File: src/rtl/audio_pkg.sv
// Shared audio-domain types and constants for the synth mixer and I2S path.
// All blocks here run on the single audio clock.
package audio_pkg;

  localparam int DATA_W = 16;

  typedef logic signed [DATA_W-1:0] pcm_t;

  localparam pcm_t VOL = 16'sh0400;

  localparam int SLOT_BITS  = 32;
  localparam int BCLK_HALF  = 1;
  localparam int FRAME_CLKS = 2 * BCLK_HALF * 2 * SLOT_BITS;

endpackage

File: src/rtl/i2s_bclk_gen.sv
// I2S bit-clock divider: bclk is a registered data signal, not a clock.
// fall_evt marks the clk cycle whose edge takes bclk from 1 to 0.
module i2s_bclk_gen #(
  parameter int BCLK_HALF = 1
) (
  input  logic clk,
  input  logic rst_n,
  output logic bclk,
  output logic fall_evt
);

  localparam int CW = (BCLK_HALF > 1) ? $clog2(BCLK_HALF) : 1;

  logic [CW-1:0] div_cnt;
  logic          tc;

  assign tc       = (div_cnt == CW'(BCLK_HALF - 1));
  assign fall_evt = tc & bclk;

  always_ff @(posedge clk) begin
    if (!rst_n) begin
      div_cnt <= '0;
      bclk    <= 1'b0;
    end else if (tc) begin
      div_cnt <= '0;
      bclk    <= ~bclk;
    end else begin
      div_cnt <= CW'(div_cnt + 1'b1);
    end
  end

endmodule

File: src/rtl/i2s_tx.sv
// I2S transmitter: one mono PCM word per frame, sent in both slots.
// The sample is latched at the frame wrap so mid-frame input changes are ignored.
module i2s_tx
  import audio_pkg::*;
#(
  parameter int DATA_W    = audio_pkg::DATA_W,
  parameter int SLOT_BITS = audio_pkg::SLOT_BITS,
  parameter int BCLK_HALF = audio_pkg::BCLK_HALF
) (
  input  logic              clk,
  input  logic              rst_n,
  input  logic [DATA_W-1:0] pcm_in,
  input  logic              mute,
  output logic              bclk,
  output logic              lrclk,
  output logic              sdata,
  output logic              sample_tick
);

  localparam int POS_W = $clog2(2 * SLOT_BITS);
  localparam logic [POS_W-1:0] SLOT_P = POS_W'(SLOT_BITS);
  localparam logic [POS_W-1:0] LAST_P = POS_W'(2 * SLOT_BITS - 1);

  logic              fall_evt;
  logic [POS_W-1:0]  pos;
  logic [POS_W-1:0]  pos_nxt;
  logic [POS_W-1:0]  s_nxt;
  logic [DATA_W-1:0] hold;
  logic              wrap;
  logic              lr_nxt;
  logic              sd_nxt;

  i2s_bclk_gen #(
    .BCLK_HALF(BCLK_HALF)
  ) u_bclk (
    .clk     (clk),
    .rst_n   (rst_n),
    .bclk    (bclk),
    .fall_evt(fall_evt)
  );

  // s = 1..DATA_W carries hold MSB-first; s = 0 is the one-bit I2S delay
  always_comb begin
    wrap    = (pos == LAST_P);
    pos_nxt = wrap ? '0 : POS_W'(pos + 1'b1);
    lr_nxt  = (pos_nxt >= SLOT_P);
    s_nxt   = lr_nxt ? POS_W'(pos_nxt - SLOT_P) : pos_nxt;
    sd_nxt  = 1'b0;
    for (int i = 1; i <= DATA_W; i++) begin
      if (s_nxt == POS_W'(i)) sd_nxt = hold[DATA_W-i];
    end
  end

  always_ff @(posedge clk) begin
    if (!rst_n) begin
      pos         <= '0;
      hold        <= '0;
      lrclk       <= 1'b0;
      sdata       <= 1'b0;
      sample_tick <= 1'b0;
    end else begin
      sample_tick <= fall_evt & wrap;
      if (fall_evt) begin
        pos   <= pos_nxt;
        lrclk <= lr_nxt;
        sdata <= sd_nxt;
        if (wrap) hold <= mute ? '0 : pcm_in;
      end
    end
  end

endmodule
File: config.mk
export PLATFORM = sky130hd
export DESIGN_NAME = i2s_tx
export DESIGN_NICKNAME = d
export VERILOG_FILES = /design/src/rtl/audio_pkg.sv /design/src/rtl/i2s_bclk_gen.sv /design/src/rtl/i2s_tx.sv
export SDC_FILE = /design/constraint.sdc
export NUM_CORES = 1
export LEC_CHECK = 0
export CAP_MARGIN = 10
export CORE_MARGIN = 1
export CORE_UTILIZATION = 37
export DETAILED_ROUTE_END_ITERATION = 8
export HOLD_SLACK_MARGIN = 0.15
export PLACE_DENSITY = 0.65
export SYNTH_ARGS = -nofsm -noshare
export SYNTH_HDL_FRONTEND = slang
export SYNTH_SLANG_ARGS = --single-unit
File: constraint.sdc
create_clock -name clk -period 2.5 [get_ports clk]
set_input_delay 0.5 -clock clk [delete_from_list [all_inputs] [get_ports clk]]
set_output_delay 0.5 -clock clk [all_outputs]
set_load 0.1 [all_outputs]
Yosys cells after proc, flatten, opt, wreduce, memory -nomap -nowiden --
Cells that the tools add are included.
Operators by class: add/sub/neg operators 3, multiply operators 0, divide/modulo/power cells 0, magnitude comparators 1, equal/unequal tests 17, shifts and indexed selects 0, muxes and demuxes 19, bitwise logic cells 4, reductions and logical operators 2
Operators with widths (count):
- $eq A6 B4 Y1 const B | 8
- $eq A6 B3 Y1 const B | 4
- $mux W1 | 16
- $mux W16 | 1
- $eq A6 B2 Y1 const B | 2
- $mux W6 | 2
- $add A6 B1 Y6 const B | 1
- $eq A6 B1 Y1 const B | 1
- $eq A6 B5 Y1 const B | 1
- $eq A6 B6 Y1 const B | 1
- $ge A6 B6 Y1 const B | 1
- $sub A6 B6 Y6 const B | 1
- $reduce_and A2 Y1 | 2
- $and A1 B1 Y1 | 2
- $not A1 Y1 | 2
- $add A1 B1 Y1 const B | 1
Storage, ports and cells: bits in registers 27, latch bits 0, bits in writable memories 0, bits in read-only memories 0, output and inout bits 4, memories kept 0

Depth between registers and ports, before layout --
Gate-level depths: netlist (run 1).
depth in word-level cells 21, gate-level depth with buffers 8

Cells and area by module --
From an unflattened synthesis (run 1), not the netlist that was laid out.
Second synthesis, totals: cell total of the unflattened synthesis 143, area, all modules 1345.0 µm²
Modules (own cells, without submodules):
- i2s_tx | instances 1, cells an instance 137, area an instance 1276.2 µm², sequential area each 500.5 µm²
- i2s_bclk_gen | instances 1, cells an instance 6, area an instance 68.8 µm², sequential area each 40.0 µm²

Least setup slack after synthesis (run 1) --
Ideal clock, no wire load.
path kind reg2reg, start point reg u_bclk.bclk, end point reg hold[0], library setup time 0.117 ns, data arrival time 2.092 ns, required time 2.383 ns, setup slack 0.291 ns, cell stages (with the launch flop) 6, buffers on the path 1, cells stage by stage dfxtp_1 -> nand2b_1 -> nor3_4 -> nor2b_1 -> clkbuf_1 -> a22o_1
On the way: cells in the longest elaborated chain, start to end 2
Ends and longest elaborated chain:
- start: declaration | line i2s_bclk_gen.sv:8 | output logic bclk,
- start signal: assignment | line i2s_bclk_gen.sv:26 | bclk <= ~bclk;
- $and A1 B1 Y1 | line i2s_bclk_gen.sv:18 | assign fall_evt = tc & bclk;
- $reduce_and A2 Y1 (no source line)
- end signal: assignment | line i2s_tx.sv:67 | if (wrap) hold <= mute ? '0 : pcm_in;
- end: declaration | line i2s_tx.sv:28 | logic [DATA_W-1:0] hold;
Every way passes these cells. A chain may end at the register's enable or synchronous reset.

Worst setup path in the final report (run 1) --
start point reg pos[1], end point reg hold[12]
On the way: cells in the longest elaborated chain, start to end 2
Ends and longest elaborated chain:
- start: declaration | line i2s_tx.sv:25 | logic [POS_W-1:0] pos;
- start signal: assignment | line i2s_tx.sv:64 | pos <= pos_nxt;
- $eq A6 B6 Y1 | line i2s_tx.sv:44 | wrap = (pos == LAST_P);
- $reduce_and A2 Y1 (no source line)
Every way passes these cells.

==> reports/qor.txt, run 1 <==
clk_lat worst skew: 270 ps
Post-Place Cells: 210
Vias/cell: 5.13
max cap viols: 0
num ports: 23
post-cts sizing count: 0
GP Congestion: 0.796
max-slew violations: 0
Worst Path Class, Setup: register to register
antenna cells: 0
Die X-Extent: 63.0 um
Post-route DRC: 0
Seq/Total Area, Yosys: 39.3%
Util after Layout: 47.9%
hold endpoint: hold[7]$_SDFFE_PN0P_
Pre-antenna DRT Iters: 3
CTS tree: done
Iteration-0 DRC Markers: 54
htree depth: 1
final WL: 2.80 mm
Port Buf Inserts: 22
Core Area: 3440 um^2
VDD IR max: 0.275 mV
reg2reg start: pos[1]$_SDFFE_PN0P_
Overall Global Routing Usage: 15.6%
async set-or-reset flop fraction in the synthesized netlist: 0%
CTS clk-pin slew, worst paths: 100 ps
top sig layer: met4
Antenna Nets Post-Route: 0
met2 routed WL: 1.29 mm
Power Density: 467 nW/um^2
HP Start: hold[7]$_SDFFE_PN0P_
vias in the first global route: 1081
GR Overflow Total: 0
layout cells sized above 1: 7.14%
reg-to-reg setup timing slack: 440 ps
Die Y: 63.0 um
Num Clock Sinks: 27
slew at the pin with the worst max-slew slack: 793 ps
CP Launch Type: register
maximum clock insertion buffer count: 2
CP Data Arrival Time: 2280 ps
Root Driver: clkbuf_8
Relative slew margins: 47.1%
Final HPWL DP: 2.11 mm
WHS Path Cells: 2
post-synth net total: 174
Area Growth Syn to Fin: 19.7%
endpoints failing setup: 0
routed length per instance: 13.1 um
Cells after Synth: 150
global-route wire length before repair: 4.98 mm
Req. time, crit path: 2720 ps
Rows: 21
total die area: 3970 um^2
crit-path max FO: 12
Post-synth top flop: dfxtp_1
initial antenna violation count: 0
Hold WC Path Type: register to register
unrepaired setup endpoints after global routing: no
most frequent cells in the layout: dfxtp_1 (27), clkdlybuf4s50_1 (18), nand2_1 (13)
cts hold-fix bufs: 0
Starting Density: 40.0%
LEAKAGE: 0.586 nW
Synth Cell Area: 1380 um^2
most common cell after layout, fill and taps aside: dfxtp_1
CTS Buf Count: 3
Final Hold Vio Count: 0
via count: 1098
Final Non-Filler Cells: 214
DP Worst Slack: 165 ps
Final Critical Period: 2060 ps
CP Capture Type: register
Avg Inst Size Synth: 9.18 um^2
outcome: finished clean
met1 WL: 1.37 mm
final setup skew: 9.57 ps
Yosys reg bits: 27
largest net degree at the start of global routing: 18
distinct cell type count after synthesis: 40
Max Clk Rate: 486 MHz
period utilization: 82.3%
Post-CTS Setup Inserts: 0
Post-layout nets: 193
Setup WS post-layout: 441 ps
Post-synth EDFFs: 0
DR WL met3: 115 um
setup TNS: 0 ps
worst r2r path cells: 6
Yosys warning count: 0
RR Endpoint: hold[12]$_SDFFE_PN0P_
worst hold margin: 485 ps
-- worst max-delay path by stage --
| stage | start | slack [ps] | depth (start not counted) | endpoint |
|---|---|---|---|---|
| CTS | pos[1]$_SDFFE_PN0P_ | 410 | 6 | hold[12]$_SDFFE_PN0P_ |
| detailed placement | rst_n | 160 | 3 | hold[12]$_SDFFE_PN0P_ |
| finish | pos[1]$_SDFFE_PN0P_ | 440 | 6 | hold[12]$_SDFFE_PN0P_ |
| global route | pos[1]$_SDFFE_PN0P_ | 260 | 6 | hold[0]$_SDFFE_PN0P_ |
| global placement | rst_n | 250 | 3 | hold[0]$_SDFFE_PN0P_ |
| floorplan | u_bclk.bclk$_SDFFE_PN0N_ | 290 | 5 | hold[0]$_SDFFE_PN0P_ |
-- cells by family (layout without fill, tap and decap cells) --
group | Yosys count | count (layout) | share of synthesized area, %
xor+xnor | 7 | 7 | 4.45
flops | 27 | 27 | 39.3
fa+ha+maj | 5 | 5 | 4.55
compound gates | 46 | 46 | 24.4
buf+inv | 13 | 31 | 4.91
other cells | 1 | 1 | 0.272
simple gates | 51 | 51 | 22.2
-- state kept, by name, summed over array words and instances (netlist names) --
register	count
u_bclk.bclk	1
pos	6
sample_tick	1
hold	16
sdata	1
lrclk	1
u_bclk.div_cnt	1
-- cells in the mapped netlist (2+ instances only) --
cell      instances  area [um^2]
a21boi_1          4         30.0
o21ai_0           5         25.0
nand3b_1          7         52.6
nand2b_1          3         18.8
and2_1            4         25.0
buf_4             3         22.5
ha_1              5         62.6
o21ai_1           4         20.0
nand2_1          13         48.8
nor2b_1           6         37.5
nor2_1            2         7.51
dfxtp_1          27          541
a21boi_0          2         15.0
nor3_1            3         15.0
xnor2_1           3         26.3
clkbuf_1          5         18.8
xor2_1            4         35.0
inv_1             4         15.0
a21oi_1           9         45.0
a32o_1            2         20.0
a22o_1           12          105
nand3_1           4         20.0
or2_1             2         12.5
-- area by class of cell --
type                            instances  area [um^2]
Fill cell                             329         1790
Clock buffer                            3         41.3
Multi-Input combinational cell        110          768
Tap cell                               46         57.6
Timing Repair Buffer                   23          218
Clock inverter                          1         7.51
Sequential cell                        27          541
Inverter                                4         15.0
-- critical path, cell delays in order (launching register included) --
cell and delay, ps:
dfxtp_1 460, ha_1 340, nand3_4 150, nor3_4 330
and2_1 180, and2b_1 360, a22o_1 190
-- stage by stage --
| stage | instance area, um^2 | total power, W |
|---|---|---|
| after floorplan | 1380 | 0.000489 |
| after global placement | 1600 | 0.000529 |
| after detailed placement | 1600 | 0.000530 |
| after CTS | 1650 | 0.000776 |
| after global routing | 1650 | 0.000809 |
| final | 1650 | 0.000769 |
-- power by group --
group | switching, W | internal, W | leakage, nW
logic | 0.0000391 | 0.0000432 | 0.346
clock network | 0.000136 | 0.000113 | 0.0217
registers | 0.00000419 | 0.000433 | 0.218
total | 0.000179 | 0.000590 | 0.586
-- per-layer routing --
layer / vias up / track usage [%]
li1: 576 / -
met1: 502 / 20.0
met2: 18 / 25.7
met3: 2 / 5.11
met4: 0 / 2.62
met5: - / 0
Note: power is estimated with default switching activity, not from simulation.
==> run 2, diff against run 1 <==
--- a/config.mk
+++ b/config.mk
@@ -10,7 +10,7 @@
 export CORE_UTILIZATION = 37
 export DETAILED_ROUTE_END_ITERATION = 8
 export HOLD_SLACK_MARGIN = 0.15
-export PLACE_DENSITY = 0.65
+export PLACE_DENSITY = 0.67
 export SYNTH_ARGS = -nofsm -noshare
 export SYNTH_HDL_FRONTEND = slang
 export SYNTH_SLANG_ARGS = --single-unit
==> constraint.sdc (replaced) <==
create_clock -name clk -period 1.8 [get_ports clk]
set_input_delay 0.36 -clock clk [delete_from_list [all_inputs] [get_ports clk]]
set_output_delay 0.36 -clock clk [all_outputs]
set_load 0.1 [all_outputs]
==> run 2 against run 1 <==
  * Global-route usage rose by 0.60 points
  * Register-to-register slack worse by 400 ps
  * Critical path depth is 1 higher
  * Clock-buffer cell count stayed put
  * Fmax grew 17%
  * Combinational power grew 66%
  * Non-clock buffer count grew 17
  * Sequential share of layout area shrank 3.3 points
  * Setup slack worse by 400 ps
  * Utilization up 6.4 points
  * Die area unchanged
  * Critical endpoint is now sdata$_SDFFE_PN0P_
  * Highest routed layer unchanged
==> reports/qor.txt, run 2 (synthesis gave the netlist of run 1 again) <==
outcome: finished clean
WHS Path Cells: 2 (unchanged)
htree depth: 1 (unchanged)
reg2reg start: pos[0]$_SDFFE_PN0P_
Final Critical Period: 1760 ps (-296 ps)
Port Buf Inserts: 22 (unchanged)
final WL: 3.04 mm (+8.5%)
Hold WC Path Type: register to register
Relative slew margins: 66.8% (+20 points)
endpoints failing setup: 0 (unchanged)
Pre-antenna DRT Iters: 3 (unchanged)
Root Driver: clkbuf_8
antenna cells: 0 (unchanged)
unrepaired setup endpoints after global routing: yes
crit-path max FO: 7 (-5)
layout cells sized above 1: 21.1% (+14 points)
num ports: 23 (unchanged)
Post-route DRC: 0 (unchanged)
Util after Layout: 54.3% (+6.4 points)
GP Congestion: 0.886 (+11%)
Vias/cell: 5.08 (-1.0%)
Num Clock Sinks: 27 (unchanged)
max-slew violations: 0 (unchanged)
Overall Global Routing Usage: 16.2% (+0.60 points)
via count: 1173 (+6.8%)
DP Worst Slack: -152 ps (-317 ps)
max cap viols: 0 (unchanged)
Post-layout nets: 210 (+8.8%)
CP Capture Type: register
slew at the pin with the worst max-slew slack: 495 ps (-297 ps)
Setup WS post-layout: 37.2 ps (-404 ps)
period utilization: 97.9% (+16 points)
top flop regs: hold: 16 flops, pos: 6 flops
Req. time, crit path: 2020 ps (-700 ps)
largest net degree at the start of global routing: 16 (-2)
CTS tree: done
reg-to-reg setup timing slack: 40 ps (-400 ps)
Area Growth Syn to Fin: 35.8%
Power Density: 582 nW/um^2 (+25%)
cts hold-fix bufs: 0 (unchanged)
most frequent cells in the layout: dfxtp_1 (24), clkdlybuf4s50_1 (18), buf_4 (18)
CP Launch Type: register
Die Y: 63.0 um (unchanged)
hold endpoint: hold[7]$_SDFFE_PN0P_
worst hold margin: 489 ps (+3.71 ps)
GR Overflow Total: 0 (unchanged)
maximum clock insertion buffer count: 2 (unchanged)
worst r2r path cells: 7 (+1)
CP Data Arrival Time: 1990 ps (-290 ps)
CTS Buf Count: 3 (unchanged)
Final HPWL DP: 2.25 mm (+7.0%)
Starting Density: 40.0% (unchanged)
initial antenna violation count: 0 (unchanged)
most common cell after layout, fill and taps aside: dfxtp_1
CTS clk-pin slew, worst paths: 90 ps (about the same)
vias in the first global route: 1134 (+4.9%)
clk_lat worst skew: 270 ps (about the same)
Final Hold Vio Count: 0 (unchanged)
Die X-Extent: 63.0 um (unchanged)
HP Start: hold[7]$_SDFFE_PN0P_
Antenna Nets Post-Route: 0 (unchanged)
Core Area: 3440 um^2 (unchanged)
Biggest register: hold
global-route wire length before repair: 5.02 mm (+0.84%)
Worst Path Class, Setup: register to register
LEAKAGE: 0.688 nW (+17%)
Rows: 21 (unchanged)
VDD IR max: 0.531 mV (+93%)
max FFs per register: 16 (unchanged)
total die area: 3970 um^2 (unchanged)
final setup skew: 1.43 ps (-8.14 ps)
Iteration-0 DRC Markers: 21 (-61%)
routed length per instance: 13.2 um (+0.48%)
RR Endpoint: sdata$_SDFFE_PN0P_
Max Clk Rate: 567 MHz (+17%)
setup TNS: 0 ps (unchanged)
==> run 2: cell count changes in the layout (fill, tap and decap cells not counted), sizes merged <==
cell / delta
buf: +17
clkinvlp: -1
clkinv: +1
==> run 2: per-layer routing <==
metal  track usage, %  wire, um
met1             19.0      1440
met4             8.14        80
met5                0         0
met2             26.7      1400
met3             4.74       121
==> run 2: through the flow <==
stage               instances  power, W  area, um^2
floorplan                 150  0.000679        1380
global placement          226  0.000751        1780
detailed placement        226  0.000752        1780
CTS                       230   0.00109        1830
global route              231   0.00114        1870
finish                    231   0.00109        1870
==> run 2: worst max-delay path by stage <==
stage | startpoint | end | slack [ps] | cells after the start
global placement | rst_n | hold[1]$_SDFFE_PN0P_ | -70 | 3
finish | pos[0]$_SDFFE_PN0P_ | sdata$_SDFFE_PN0P_ | 40 | 7
global route | pos[0]$_SDFFE_PN0P_ | sdata$_SDFFE_PN0P_ | -30 | 7
floorplan | pos[1]$_SDFFE_PN0P_ | sdata$_SDFFE_PN0P_ | 30 | 7
detailed placement | rst_n | hold[11]$_SDFFE_PN0P_ | -150 | 3
CTS | pos[1]$_SDFFE_PN0P_ | sdata$_SDFFE_PN0P_ | 5 | 6
==> run 2: cell type report <==
cell class	count	area, um^2
Clock buffer	3	41.3
Clock inverter	1	5.00
Fill cell	320	1570
Inverter	4	15.0
Multi-Input combinational cell	110	803
Sequential cell	27	552
Tap cell	46	57.6
Timing Repair Buffer	40	395
==> run 2: power breakdown <==
part           switching [W]  total, W  leakage, nW  internal (W)
clock               0.000187  0.000343       0.0255      0.000155
sequential        0.00000767  0.000608        0.220      0.000600
combinational      0.0000598  0.000137        0.442     0.0000775
==> run 2: repair_timing <==
item,CTS,global route
endpoints found under the hold margin,0,0
gates cloned,0,0
gates resized for setup,5,7
pin swaps,0,1
buffers inserted,0,1
setup endpoints to repair,13,14
==> run 2: critical path, cell delays in order, from the launching register on <==
cell      delay [ps]
dfxtp_4          410
inv_2             60
ha_1             200
nor3b_1          140
a211o_1          260
a32o_1           270
a221oi_2         210
a221o_1          160
==> run 3, diff against run 2 <==
--- a/config.mk
+++ b/config.mk
@@ -9,7 +9,7 @@
 export CORE_MARGIN = 1
 export CORE_UTILIZATION = 37
 export DETAILED_ROUTE_END_ITERATION = 8
-export HOLD_SLACK_MARGIN = 0.15
+export HOLD_SLACK_MARGIN = 0.03
 export PLACE_DENSITY = 0.67
 export SYNTH_ARGS = -nofsm -noshare
 export SYNTH_HDL_FRONTEND = slang
==> results of run 3 <==
The final DEF is identical to that of run 2; final timing and power are the same.
==> RTL edit, RTL diff (config.mk and constraints of run 3) <==
Register the output `sample_tick` once more; this adds one clock of latency there. The other outputs are not delayed to match.
--- a/src/rtl/i2s_tx.sv
+++ b/src/rtl/i2s_tx.sv
@@ -22,2 +22,4 @@
   localparam logic [POS_W-1:0] LAST_P = POS_W'(2 * SLOT_BITS - 1);
+
+  logic sample_tick_s0;
 
@@ -59,5 +61,5 @@
       sdata       <= 1'b0;
-      sample_tick <= 1'b0;
+      sample_tick_s0 <= 1'b0;
     end else begin
-      sample_tick <= fall_evt & wrap;
+      sample_tick_s0 <= fall_evt & wrap;
       if (fall_evt) begin
@@ -71,2 +73,6 @@
 
+  always_ff @(posedge clk) begin
+    sample_tick <= sample_tick_s0;
+  end
+
 endmodule
Formal check against the unedited RTL: same outputs for any inputs over 10 cycles, from zero or initial values and one cycle with rst_n low; that may be too few to reach the edited logic, so the function may still have changed.
==> RTL edit against run 3 <==
Worst setup slack lost 0.030 ns; count of clock-buffer cells in the layout grew 1; routed wire length rose by 8.6%; highest routed layer unchanged; utilization up 1.3 points; total power rose by 11%; final area rose by 3.2%; sequential cell count up 1; synthesized area increased by 1.5%; final cell count up 1.3%; sequential share of layout area up 0.18 points.
==> RTL edit: results (changes against run 3) <==
status - complete, no violations
routability cong. - 0.850 (-4.0%)
drt total wl - 3.30 mm (+8.6%)
Total GRT Usage - 17.6% (+1.4 points)
Synth cell types - 40 (unchanged)
fin nets - 213 (+1.4%)
layout cells sized above 1 - 22.9% (+1.8 points)
worst-margin pin slew - 0.500 ns (+0.00474 ns)
synth cell count leaders - 28 x dfxtp_1, 13 x nand2_1, 12 x a22o_1
WL met2 - 1.61 mm (+15%)
routed length on met1 - 1.50 mm (+4.8%)
DR pass1 iterations - 4 (+1)
NetSw - 0.266 mW (+4.5%)
Detail Placement HPWL - 2.47 mm (+9.5%)
1st-iter DRT viols - 44 (+110%)
met3 wire len - 157 um (+30%)
M2 GR Usage - 30.3% (+3.6 points)
top sig layer - met4
CTS Buf Count - 3 (unchanged)
fill count - 324 (+1.3%)
Finished Layout Cells - 234 (+1.3%)
first-pass GRT wire length - 5.44 mm (+8.4%)
Syn Area/Cell - 9.25 um^2 (+0.78%)
VDD IR-drop max - 656 uV (+24%)
pin count of the biggest net entering global routing - 17 (+1)
M1 GR Usage - 20.8% (+1.8 points)
Reg2Reg Setup Slack - 0.008 ns (-0.03 ns)
critical path type - reg2reg
Leak - 0.712 nW (+3.5%)
CTS max path bufs - 2 (unchanged)
Slowest-stage cell, CP - dfxtp_4
HP Start - sample_tick_s0
vias post-DR - 1,214 (+3.5%)
largest cells by area after synthesis - dfxtp_1 40%, a22o_1 7.5%, ha_1 4.5%
Worst Skew - 0.00568 ns (+0.00425 ns)
worst-path maximum fanout - 6 (-1)
sequential area share after synthesis - 40.1% (+0.87 points)
Synth Warn # - 0 (unchanged)
GR Util met3 - 4.89% (+0.15 points)
cell family with most CP delay - compound AO/OA/AOI/OAI gates
Syn Nets - 175 (+0.57%)
[RTL edit: cell types whose count changed in the layout (fill, tap and decap cells not counted), sizes merged]
cell and change:
clkinv -1, buf +2, dfxtp +1, clkbuf +1
[RTL edit: area by class of cell]
type	count	share of cell area, %
well taps	46	2.98
inverters	4	0.778
repair buffers	42	21.3
flip-flops and latches	28	29.7
multi-input cells	110	41.8
clock buffers	4	3.44
[RTL edit: final timing paths]
check,endpoint,cells after the start
worst max-delay path,sdata,7
worst min-delay path,sample_tick,0
worst max register to register,sdata,7
worst min register to register,sample_tick,0
[RTL edit: logic make-up after synthesis]
logic type	Yosys count	share of synthesized area [%]
adders and majority gates	5	4.48
other	1	0.269
and+or+nand+nor	51	21.9
buffers and inverters	13	4.84
xor gates and xnor gates	7	4.39
AOI/OAI and AO/OA	46	24.0
DFF	28	40.1
[RTL edit: power by group through the flow]
stage / Combinational (mW) / Clock (mW) / Sequential (mW)
floorplan: 0.0452 / 0 / 0.657
global placement: 0.131 / 0 / 0.645
detailed placement: 0.133 / 0 / 0.645
CTS: 0.135 / 0.452 / 0.631
global route: 0.144 / 0.478 / 0.632
finish: 0.137 / 0.440 / 0.631
[RTL edit: per-stage QoR]
stage | instance area, um^2 | worst slack [ns] | total power, mW | TNS, ns | hold WS (ns)
after floorplan | 1400 | 0.0347 | 0.702 | 0 | 0.310
after global placement | 1820 | -0.0332 | 0.776 | -0.358 | 0.310
after detailed placement | 1820 | -0.147 | 0.778 | -1.65 | 0.321
after CTS | 1910 | 0.00203 | 1.22 | 0 | 0.346
after global routing | 1930 | -0.0310 | 1.25 | -0.0310 | 0.350
final | 1930 | 0.00767 | 1.21 | 0 | 0.340
[RTL edit: repair_timing]
action                     CTS  global route
pin swaps                    0             1
resized for setup            6             7
setup endpoints to repair   13            12
buffers inserted             0             0
